### src/rtl/connect4_pkg.sv
// Shared definitions for the 4x4 Connect-4 turn controller.
//   - game_status codes returned by the winner detector
//   - board geometry and the cell-index helper (bit = 4*row + col, row 0 = bottom)
//   - controller state encoding
package connect4_pkg;

    localparam int BOARD_W = 16;
    localparam int COLS    = 4;
    localparam int ROWS    = 4;

    localparam logic [1:0] ST_PLAYING = 2'b00;
    localparam logic [1:0] ST_P1      = 2'b01;
    localparam logic [1:0] ST_P2      = 2'b10;
    localparam logic [1:0] ST_TIE     = 2'b11;

    localparam logic [4:0] MAX_MOVES = 5'd16;

    typedef enum logic [2:0] {
        S_CLEAR     = 3'd0,
        S_WAIT_MOVE = 3'd1,
        S_SCAN      = 3'd2,
        S_PLACE     = 3'd3,
        S_CHECK     = 3'd4,
        S_OVER      = 3'd5
    } state_e;

    // Row-major cell index: {row, col} is exactly 4*row + col on a 4-wide board.
    function automatic logic [3:0] cell_idx(input logic [1:0] row, input logic [1:0] col);
        return {row, col};
    endfunction

endpackage

### src/rtl/connect4_turn_timer.sv
// Turn-timeout counter for the Connect-4 controller.
//   clk, reset  : clock, asynchronous active-high reset
//   clear_i     : zero the counter
//   enable_i    : count this cycle (player is being waited on)
//   hold_i      : a move is being accepted this cycle; suppresses expiry
//   expire_o    : combinational one-cycle expiry strobe; counter self-clears on it
// With TURN_TIMEOUT = 0 the counter never leaves zero and expire_o is constant 0.
module connect4_turn_timer #(
    parameter int TURN_TIMEOUT = 0,
    parameter int TO_W         = 24
) (
    input  logic clk,
    input  logic reset,
    input  logic clear_i,
    input  logic enable_i,
    input  logic hold_i,
    output logic expire_o
);

    localparam bit            TIMER_ON = (TURN_TIMEOUT != 0);
    localparam logic [TO_W-1:0] LIMIT  = TO_W'(TIMER_ON ? TURN_TIMEOUT - 1 : 0);

    logic [TO_W-1:0] cnt_q, cnt_d;

    // The counter parks at LIMIT: if a move is accepted exactly at the limit and
    // then rejected, the turn expires on the next idle waiting cycle.
    assign expire_o = TIMER_ON && enable_i && !hold_i && (cnt_q == LIMIT);

    // NOTE: every always_comb output gets a default first so no path can infer a latch.
    always_comb begin
        cnt_d = cnt_q;
        if (clear_i || expire_o) begin
            cnt_d = '0;
        end else if (enable_i && cnt_q != LIMIT) begin
            cnt_d = cnt_q + 1'b1;
        end
    end

    // NOTE: sequential state uses non-blocking assignments so all flops update together.
    always_ff @(posedge clk or posedge reset) begin
        if (reset) begin
            cnt_q <= '0;
        end else begin
            cnt_q <= cnt_d;
        end
    end

endmodule

### src/rtl/connect4_turn_ctrl.sv
// Connect-4 (4x4, two players) turn sequencer. Owns the board registers, applies
// gravity to column drops, alternates turns and consults an external winner
// detector (game_status) after each placed disc.
//   clk, reset          : clock, asynchronous active-high reset
//   new_game            : synchronous clear, highest priority
//   drop_valid/drop_col : column-drop request; accepted when drop_ready is high
//   drop_ready          : high while waiting for a move
//   game_status         : detector result (00 playing, 01 P1, 10 P2, 11 tie)
//   game_board          : occupancy, bit = 4*row + col, row 0 = bottom
//   player_cells        : owner per cell, 0 = P1, 1 = P2
//   cur_player          : player to move
//   move_ack/move_reject/timeout_pass : registered, mutually exclusive pulses
//   game_over           : high in OVER
//   move_count          : discs placed, saturates at 16
module connect4_turn_ctrl
    import connect4_pkg::*;
#(
    parameter int CHECK_WAIT   = 2,
    parameter int TURN_TIMEOUT = 0,
    parameter int TO_W         = 24
) (
    input  logic         clk,
    input  logic         reset,
    input  logic         new_game,
    input  logic         drop_valid,
    input  logic [1:0]   drop_col,
    output logic         drop_ready,
    input  logic [1:0]   game_status,
    output logic [15:0]  game_board,
    output logic [15:0]  player_cells,
    output logic         cur_player,
    output logic         move_ack,
    output logic         move_reject,
    output logic         timeout_pass,
    output logic         game_over,
    output logic [4:0]   move_count
);

    localparam logic [7:0] CHK_LAST = 8'(CHECK_WAIT - 1);

    state_e               state_q, state_d;
    logic [BOARD_W-1:0]   board_q, board_d;
    logic [BOARD_W-1:0]   cells_q, cells_d;
    logic                 player_q, player_d;
    logic [4:0]           count_q, count_d;
    logic [1:0]           col_q, col_d;
    logic [1:0]           row_q, row_d;
    logic [7:0]           chk_q, chk_d;
    logic                 ack_q, ack_d;
    logic                 rej_q, rej_d;
    logic                 pass_q, pass_d;
    logic                 ready_q, ready_d;

    logic                 handshake;
    logic                 timer_clr;
    logic                 timer_expire;
    logic [3:0]           idx;

    assign handshake = drop_valid && ready_q;
    assign idx       = cell_idx(row_q, col_q);

    connect4_turn_timer #(
        .TURN_TIMEOUT (TURN_TIMEOUT),
        .TO_W         (TO_W)
    ) u_timer (
        .clk      (clk),
        .reset    (reset),
        .clear_i  (timer_clr),
        .enable_i (state_q == S_WAIT_MOVE),
        .hold_i   (handshake),
        .expire_o (timer_expire)
    );

    always_comb begin
        state_d   = state_q;
        board_d   = board_q;
        cells_d   = cells_q;
        player_d  = player_q;
        count_d   = count_q;
        col_d     = col_q;
        row_d     = row_q;
        chk_d     = chk_q;
        ack_d     = 1'b0;
        rej_d     = 1'b0;
        pass_d    = 1'b0;
        timer_clr = 1'b0;

        case (state_q)
            S_CLEAR: state_d = S_WAIT_MOVE;

            S_WAIT_MOVE: begin
                if (handshake) begin
                    col_d   = drop_col;
                    row_d   = '0;
                    state_d = S_SCAN;
                end else if (timer_expire) begin
                    pass_d   = 1'b1;
                    player_d = ~player_q;
                end
            end

            // Gravity: walk up the column one row per cycle until an empty cell.
            S_SCAN: begin
                if (!board_q[idx]) begin
                    state_d = S_PLACE;
                end else if (row_q == 2'(ROWS - 1)) begin
                    rej_d   = 1'b1;
                    state_d = S_WAIT_MOVE;
                end else begin
                    row_d = row_q + 2'd1;
                end
            end

            S_PLACE: begin
                board_d[idx] = 1'b1;
                cells_d[idx] = player_q;
                count_d      = (count_q == MAX_MOVES) ? MAX_MOVES : count_q + 5'd1;
                ack_d        = 1'b1;
                timer_clr    = 1'b1;
                chk_d        = '0;
                state_d      = S_CHECK;
            end

            // Give the detector time to see the new board before trusting its verdict.
            S_CHECK: begin
                if (chk_q == CHK_LAST) begin
                    if (game_status != ST_PLAYING || count_q == MAX_MOVES) begin
                        state_d = S_OVER;
                    end else begin
                        player_d = ~player_q;
                        state_d  = S_WAIT_MOVE;
                    end
                end else begin
                    chk_d = chk_q + 8'd1;
                end
            end

            S_OVER: state_d = S_OVER;

            default: state_d = S_WAIT_MOVE;
        endcase

        // new_game overrides whatever the FSM decided, discarding any pending move.
        if (new_game) begin
            state_d   = S_CLEAR;
            board_d   = '0;
            cells_d   = '0;
            player_d  = 1'b0;
            count_d   = '0;
            col_d     = '0;
            row_d     = '0;
            chk_d     = '0;
            ack_d     = 1'b0;
            rej_d     = 1'b0;
            pass_d    = 1'b0;
            timer_clr = 1'b1;
        end

        // Registered ready keeps drop_ready low out of reset even though the FSM idles in WAIT_MOVE.
        ready_d = (state_d == S_WAIT_MOVE);
    end

    always_ff @(posedge clk or posedge reset) begin
        if (reset) begin
            state_q  <= S_WAIT_MOVE;
            board_q  <= '0;
            cells_q  <= '0;
            player_q <= 1'b0;
            count_q  <= '0;
            col_q    <= '0;
            row_q    <= '0;
            chk_q    <= '0;
            ack_q    <= 1'b0;
            rej_q    <= 1'b0;
            pass_q   <= 1'b0;
            ready_q  <= 1'b0;
        end else begin
            state_q  <= state_d;
            board_q  <= board_d;
            cells_q  <= cells_d;
            player_q <= player_d;
            count_q  <= count_d;
            col_q    <= col_d;
            row_q    <= row_d;
            chk_q    <= chk_d;
            ack_q    <= ack_d;
            rej_q    <= rej_d;
            pass_q   <= pass_d;
            ready_q  <= ready_d;
        end
    end

    assign drop_ready   = ready_q;
    assign game_board   = board_q;
    assign player_cells = cells_q;
    assign cur_player   = player_q;
    assign move_ack     = ack_q;
    assign move_reject  = rej_q;
    assign timeout_pass = pass_q;
    assign game_over    = (state_q == S_OVER);
    assign move_count   = count_q;

endmodule

### config.mk
export PLATFORM = sky130hd
export DESIGN_NAME = connect4_turn_ctrl
export DESIGN_NICKNAME = d
export VERILOG_FILES = /design/src/rtl/connect4_pkg.sv /design/src/rtl/connect4_turn_timer.sv /design/src/rtl/connect4_turn_ctrl.sv
export SDC_FILE = /design/constraint.sdc
export NUM_CORES = 1
export LEC_CHECK = 0
export ABC_AREA = 1
export CORE_MARGIN = 1
export CORE_UTILIZATION = 40
export DETAILED_ROUTE_END_ITERATION = 7
export DONT_BUFFER_PORTS = 1
export PLACE_DENSITY = 0.61
export SLEW_MARGIN = 20
export SYNTH_ARGS = -nofsm -noshare
export SYNTH_HDL_FRONTEND = slang
export SYNTH_SLANG_ARGS = --single-unit
### constraint.sdc
create_clock -name clk -period 1.65 [get_ports clk]
set_clock_uncertainty 0.1 [all_clocks]
set_input_delay 0.33 -clock clk [delete_from_list [all_inputs] [get_ports clk]]
set_output_delay 0.33 -clock clk [all_outputs]
set_load 0.01 [all_outputs]
==> results of run 1 <==
[per-layer routing]
metal / vias up / part of all wire [%] / track usage (%)
met1: 1089 / 47 / 24.8
li1: 1159 / - / -
met2: 49 / 47 / 29.8
met5: - / 0 / 0
met4: 0 / 0.78 / 4.17
met3: 5 / 6.0 / 6.07
[where the power goes]
part	switching [W]	total (W)	internal, W
Sequential	0.0000323	0.00143	0.00140
Clock	0.000430	0.000881	0.000451
Combinational	0.000165	0.000255	0.0000897
Total	0.000628	0.00256	0.00194
[worst max-delay path: cells and delay by family, from the launching register on]
kind	cells	cell delay [ps]
AO/OA/AOI/OAI	1	150
adder cells (fa/ha/maj)	1	120
buffers and inverters	1	80
flip-flops	1	400
AND/OR/NAND/NOR	7	730
[worst max-delay path by stage]
| stage | end | slack (ps) | cells past startpoint |
|---|---|---|---|
| finish | drop_ready$_DFF_PP0_ | 3 | 10 |
| global route | drop_ready$_DFF_PP0_ | -110 | 10 |
| CTS | drop_ready$_DFF_PP0_ | -30 | 10 |
| detailed placement | drop_ready$_DFF_PP0_ | -30 | 10 |
| global placement | drop_ready$_DFF_PP0_ | -30 | 10 |
| floorplan | drop_ready$_DFF_PP0_ | 170 | 9 |
[flip-flops by register name, summed over array words and instances (netlist names), 2 cells and up]
register and cells:
game_board 16, move_count 5, row_q 2, chk_q 8
player_cells 16, col_q 2, state_q 3
[area by class of cell]
| type | instances | area [µm²] |
|---|---|---|
| clock buffers | 6 | 72.6 |
| clock inverters | 2 | 35.0 |
| inverters | 49 | 198 |
| well taps | 96 | 120 |
| repair buffers | 24 | 203 |
| fillers | 685 | 3540 |
| multi-input cells | 236 | 1330 |
| flip-flops and latches | 56 | 1410 |
[kinds of logic after synthesis]
group                      Yosys count  share of synthesized area [%]
AOI/OAI and AO/OA                   61                           12.1
xor gates and xnor gates             3                          0.901
adders and majority gates            8                           3.43
buffers and inverters               59                           8.37
DFF                                 56                           48.1
other                                1                          0.129
and+or+nand+nor                    163                           27.0
[what timing repair did]
item / CTS / global route
gates resized for setup: 2 / 30
setup buffers: 0 / 6
endpoints found under the hold margin: 34 / 22
pin swaps: 0 / 8
endpoints found under the setup margin: 3 / 29
[Yosys cell counts, drive strengths merged, types with 4 or more instances]
cell type  instances  area share, %
nand2             72             11
buf                6            1.5
nor3               7            1.2
nand3             18            3.3
nand4              5            1.1
ha                 8            3.4
o21ai             24            4.6
a31oi              5            1.1
a21oi             27            4.9
dfrtp             55             47
inv               48            6.3
nor2              58            9.6
clkbuf             4           0.51
[stage by stage]
step	TNS (ps)	worst slack [ps]	utilization [%]	hold slack [ps]	power, W
2_1_floorplan	0	168	-	310	0.00162
3_3_place_gp	-30.6	-30.6	45.2	111	0.00168
3_5_place_dp	-37.5	-28.5	45.2	112	0.00168
4_1_cts	-26.0	-26.0	47.0	-35.1	0.00257
5_1_grt	-338	-108	48.8	-44.9	0.00268
6_report	0	2.96	48.8	-20.7	0.00256
==> summary.txt, run 1 <==
final count of hold timing violations = 22
Worst Setup Start Kind = register
antenna viol nets, final = 0
Clock transition at path regs = 90 ps
initial antenna violation count = 0
CORE AREA = 0.00691 mm²
root buffer cell = clkbuf_8
CTS tree = yes
Synth Flop Type = dfrtp_1
Die H = 87.4 µm
Syn Nets = 367
total global-route track usage = 18.7%
min-delay src = new_game
vias in the first global route = 2,228
Post-synth EDFFs = 0
clk_lat worst skew = 310 ps
Layout area overhead = 15.5%
Worst EP required = 1790 ps
Sink Count = 56
WL/cell = 14.4 µm
Final GP Congestion = 0.820
cell row count = 30
layout cell share with drive strength beyond 1 = 25.5%
Most Frequent Cell on Critical Path = nand2_1
Buffers on Ports = 0
power per cell area = 762 mW/mm²
nets = 388
status = finished, violations left
post-layout minimum cycle time = 1650 ps
Leak = 1.56 nW
non-filler cells, final = 469
critical path type = reg2reg
synth unique cells = 38
reg2reg end = drop_ready$_DFF_PP0_
Syn Area/Cell = 8.31 µm²
internal reg-to-reg setup slack = 3 ps
#FFs+latches synth = 56
failing checks = negative hold slack
final antenna diode count = 0
First DRT Iteration DRCs = 148
Setup crit start = chk_q[1]$_DFFE_PP0P_
crit-path max FO = 3
warning count from the yosys run = 0
cts hold-fix bufs = 1
Mapped Cells = 351
CTS Buffer Depth = 2
arrival time at the worst endpoint = 1790 ps
kind of end point of the critical path = register
reg2reg start = chk_q[1]$_DFFE_PP0P_
Max Cap Viol = 0
crit-path cells = inv_2, ha_4, nand4_1, nor2_2, nand3_2, o21ai_1, nand2_1, nand2_2, nand2_1, nor2_1
Crit path largest cell delay = 400 ps
slowest CP cell = dfrtp_1
die footprint = 0.00763 mm²
total CTS buffers = 5
first-pass GRT wire length = 11.0 mm
Hold EP = game_board[13]$_DFFE_PP0P_
RSZ-0062 raised after global routing = true
R2R cell count = 10
I/O pin cnt = 51
Max Clk Rate = 607 MHz
Peak VDD IR = 0.000376 V
sequential fraction of the synthesis area = 48.1%
Worst Hold Depth = 1
setup violators final = 0
Final Slew Violations = 0
Starting Density = 42.2%
HPWL after DPL = 5.03 mm
asr flop ratio synth = 100%
Hold Worst Slack = -20.7 ps
Via density = 4.91
Final Instance Area = 0.00337 mm²
drt drc = 0
Vias = 2,302
largest net degree at the start of global routing = 27
routed wire length = 6.77 mm
dpl cells = 454
worst hold path type = in2reg
commonest non-fill, non-tap cell in the layout = nand2_1
overflow left after global routing = 0
Final period util = 99.8%
DR pass1 iterations = 4
most frequent cells in the layout = nand2_1, dfrtp_1, nor2_1
Placed Area = 0.00312 mm²
Post-Syn Area = 0.00292 mm²
H-tree Lvls = 2
die width = 87.4 µm
Note: power is estimated with default switching activity, not from simulation.
==> run 2, diff against run 1 <==
--- a/config.mk
+++ b/config.mk
@@ -7,10 +7,9 @@
 export LEC_CHECK = 0
 export ABC_AREA = 1
 export CORE_MARGIN = 1
-export CORE_UTILIZATION = 40
+export CORE_UTILIZATION = 48
 export DETAILED_ROUTE_END_ITERATION = 7
-export DONT_BUFFER_PORTS = 1
-export PLACE_DENSITY = 0.61
+export PLACE_DENSITY = 0.82
 export SLEW_MARGIN = 20
 export SYNTH_ARGS = -nofsm -noshare
 export SYNTH_HDL_FRONTEND = slang
==> constraint.sdc (replaced) <==
create_clock -name clk -period 1.5 [get_ports clk]
set_clock_uncertainty 0.1 [all_clocks]
set_input_delay 0.3 -clock clk [delete_from_list [all_inputs] [get_ports clk]]
set_output_delay 0.3 -clock clk [all_outputs]
set_load 0.01 [all_outputs]
==> run 2 against run 1 <==
Effect of this change:
- the flow finishes with violations (negative setup slack)
- clock power is essentially flat
- sequential cell count did not move
- non-clock buffer count grew 98
- die area is 16% lower
- via count up 25%
- critical path depth fell by 2
- combinational power increased by 100%
==> summary.txt, run 2 (synthesis gave the netlist of run 1 again) <==
Crit path largest cell delay = 400 ps (about the same)
Vias = 2,869 (+25%)
arrival time at the worst endpoint = 1870 ps (+80 ps)
internal power = 0.00213 W (+10%)
root buffer cell = clkbuf_8
layout cell share with drive strength beyond 1 = 41.3% (+16 points)
Setup crit start = chk_q[0]$_DFFE_PP0P_
DR pass1 iterations = 4 (unchanged)
I/O pin cnt = 51 (unchanged)
failing checks = negative setup slack
combinational share of power = 17.3% (+7.4 points)
HPWL after DPL = 5.27 mm (+4.9%)
power per cell area = 662 mW/mm² (-13%)
Max Cap Viol = 0 (unchanged)
most frequent cells in the layout = buf_4, dfrtp_1, nand2_1
status = finished, violations left
First DRT Iteration DRCs = 148 (unchanged)
Most Frequent Cell on Critical Path = nor2_1
Pwr Total = 0.00295 W (+15%)
fill count = 386 (-44%)
Worst Setup Start Kind = register
cell row count = 28 (-6.7%)
critical path type = reg2reg
antenna viol nets, final = 0 (unchanged)
worst setup path endpoint = chk_q[6]$_DFFE_PP0P_
reg2reg end = chk_q[6]$_DFFE_PP0P_
crit-path cells = buf_4, ha_1, nand2_1, nor2_1, nand3_1, nor2_2, xor2_1, nor2_1
Clock transition at path regs = 100 ps (about the same)
reg2reg start = chk_q[0]$_DFFE_PP0P_
kind of end point of the critical path = register
total global-route track usage = 26.2% (+7.5 points)
Leak = 2.21 nW (+42%)
Via density = 5.24 (+6.9%)
nets = 487 (+26%)
Die H = 79.9 µm (-8.5%)
die width = 79.9 µm (-8.5%)
Worst EP required = 1610 ps (-180 ps)
vias in the first global route = 2,669 (+20%)
largest net degree at the start of global routing = 33 (+22%)
routed wire length = 8.62 mm (+27%)
total CTS buffers = 5 (unchanged)
worst hold path type = in2async
Peak VDD IR = 0.000485 V (+29%)
Starting Density = 49.5% (+7.3 points)
Final GP Congestion = 0.883 (+7.7%)
crit-path max FO = 3 (unchanged)
CTS tree = yes
post-layout minimum cycle time = 1760 ps (+114 ps)
slowest CP cell = dfrtp_1
final count of hold timing violations = 0 (-100%)
final setup margin = -261 ps (-264 ps)
dpl cells = 510 (+12%)
sw power = 0.000822 W (+31%)
WL/cell = 15.8 µm (+9.1%)
CORE AREA = 0.00589 mm² (-15%)
initial antenna violation count = 0 (unchanged)
RSZ-0062 raised after global routing = true
clk_lat worst skew = 320 ps (about the same)
overflow left after global routing = 0 (unchanged)
post-route setup TNS = -2540 ps (-2540 ps)
non-filler cells, final = 547 (+17%)
Final Slew Violations = 0 (unchanged)
Max Clk Rate = 568 MHz (-6.5%)
die footprint = 0.00639 mm² (-16%)
dpl ws = -239 ps (-210 ps)
Final period util = 117% (+18 points)
Buffers on Ports = 49 (+49)
H-tree Lvls = 2 (unchanged)
Clock power frac = 29.9% (-4.5 points)
commonest non-fill, non-tap cell in the layout = buf_4
drt drc = 0 (unchanged)
internal reg-to-reg setup slack = -260 ps (-260 ps)
CTS Buffer Depth = 2 (unchanged)
Sink Count = 56 (unchanged)
switching share of power = 27.8% (+3.3 points)
Seq pwr share = 52.8% (-2.9 points)
R2R cell count = 8 (-2)
setup violators final = 27 (+27)
final antenna diode count = 0 (unchanged)
cts hold-fix bufs = 0 (-1)
Layout area overhead = 53.0%
first-pass GRT wire length = 12.7 mm (+16%)
## run 2: final cells by class
type | instances | area, µm² | area share [%]
Sequential cell | 56 | 1410 | 31.5
Timing Repair Buffer | 122 | 1070 | 24.1
Inverter | 49 | 213 | 4.77
Clock buffer | 7 | 86.3 | 1.94
Clock inverter | 1 | 7.51 | 0.168
Multi-Input combinational cell | 236 | 1570 | 35.3
Timing Repair inverter | 1 | 6.26 | 0.140
Tap cell | 75 | 93.8 | 2.10
## run 2: critical path, delay by kind of cell (launching register included)
family,cells,cell delay [ps]
flip-flops,1,400
buffers and inverters,1,140
AND/OR/NAND/NOR,5,660
XOR/XNOR,1,180
adder cells (fa/ha/maj),1,170
## run 2: per-stage QoR
stage,util [%],hold WS [ps],area (µm²)
2_1_floorplan,-,280,2920
4_1_cts,71.4,274,4200
5_1_grt,75.8,291,4460
3_3_place_gp,64.9,397,3820
6_report,75.8,276,4460
3_5_place_dp,64.9,410,3820
## run 2: power by group through the flow
stage               combinational, W  clock [W]  sequential [W]
floorplan                   0.000198          0         0.00159
detailed placement          0.000371          0         0.00158
global route                0.000547   0.000956         0.00156
CTS                         0.000441   0.000890         0.00155
finish                      0.000512   0.000882         0.00156
global placement            0.000364          0         0.00158
## run 2: worst min path at each step
stage | startpoint | to | slack, ps
after floorplan | reset | chk_q[0]$_DFFE_PP0P_ | 280
after global routing | reset | player_cells[9]$_DFFE_PP0P_ | 290
after CTS | reset | game_board[10]$_DFFE_PP0P_ | 270
after detailed placement | player_cells[9]$_DFFE_PP0P_ | player_cells[9]$_DFFE_PP0P_ | 410
after global placement | player_cells[13]$_DFFE_PP0P_ | player_cells[13]$_DFFE_PP0P_ | 400
final | reset | player_cells[9]$_DFFE_PP0P_ | 280
## run 2: what timing repair did
action / 4_1_cts / 5_1_grt
gates resized for setup: 111 / 66
pin swaps: 12 / 28
endpoints found under the setup margin: 66 / 54
gates cloned: 2 / 1
endpoints found under the hold margin: 0 / 0
buffers inserted: 16 / 11
## run 2: layer usage
metal  GRT usage (%)  wire [µm]  up-vias
li1                -          -     1361
met1            33.8       3560     1383
met2            44.6       4400      105
met3            4.34        427       20
met4            8.75        227        0
met5               0          0        -
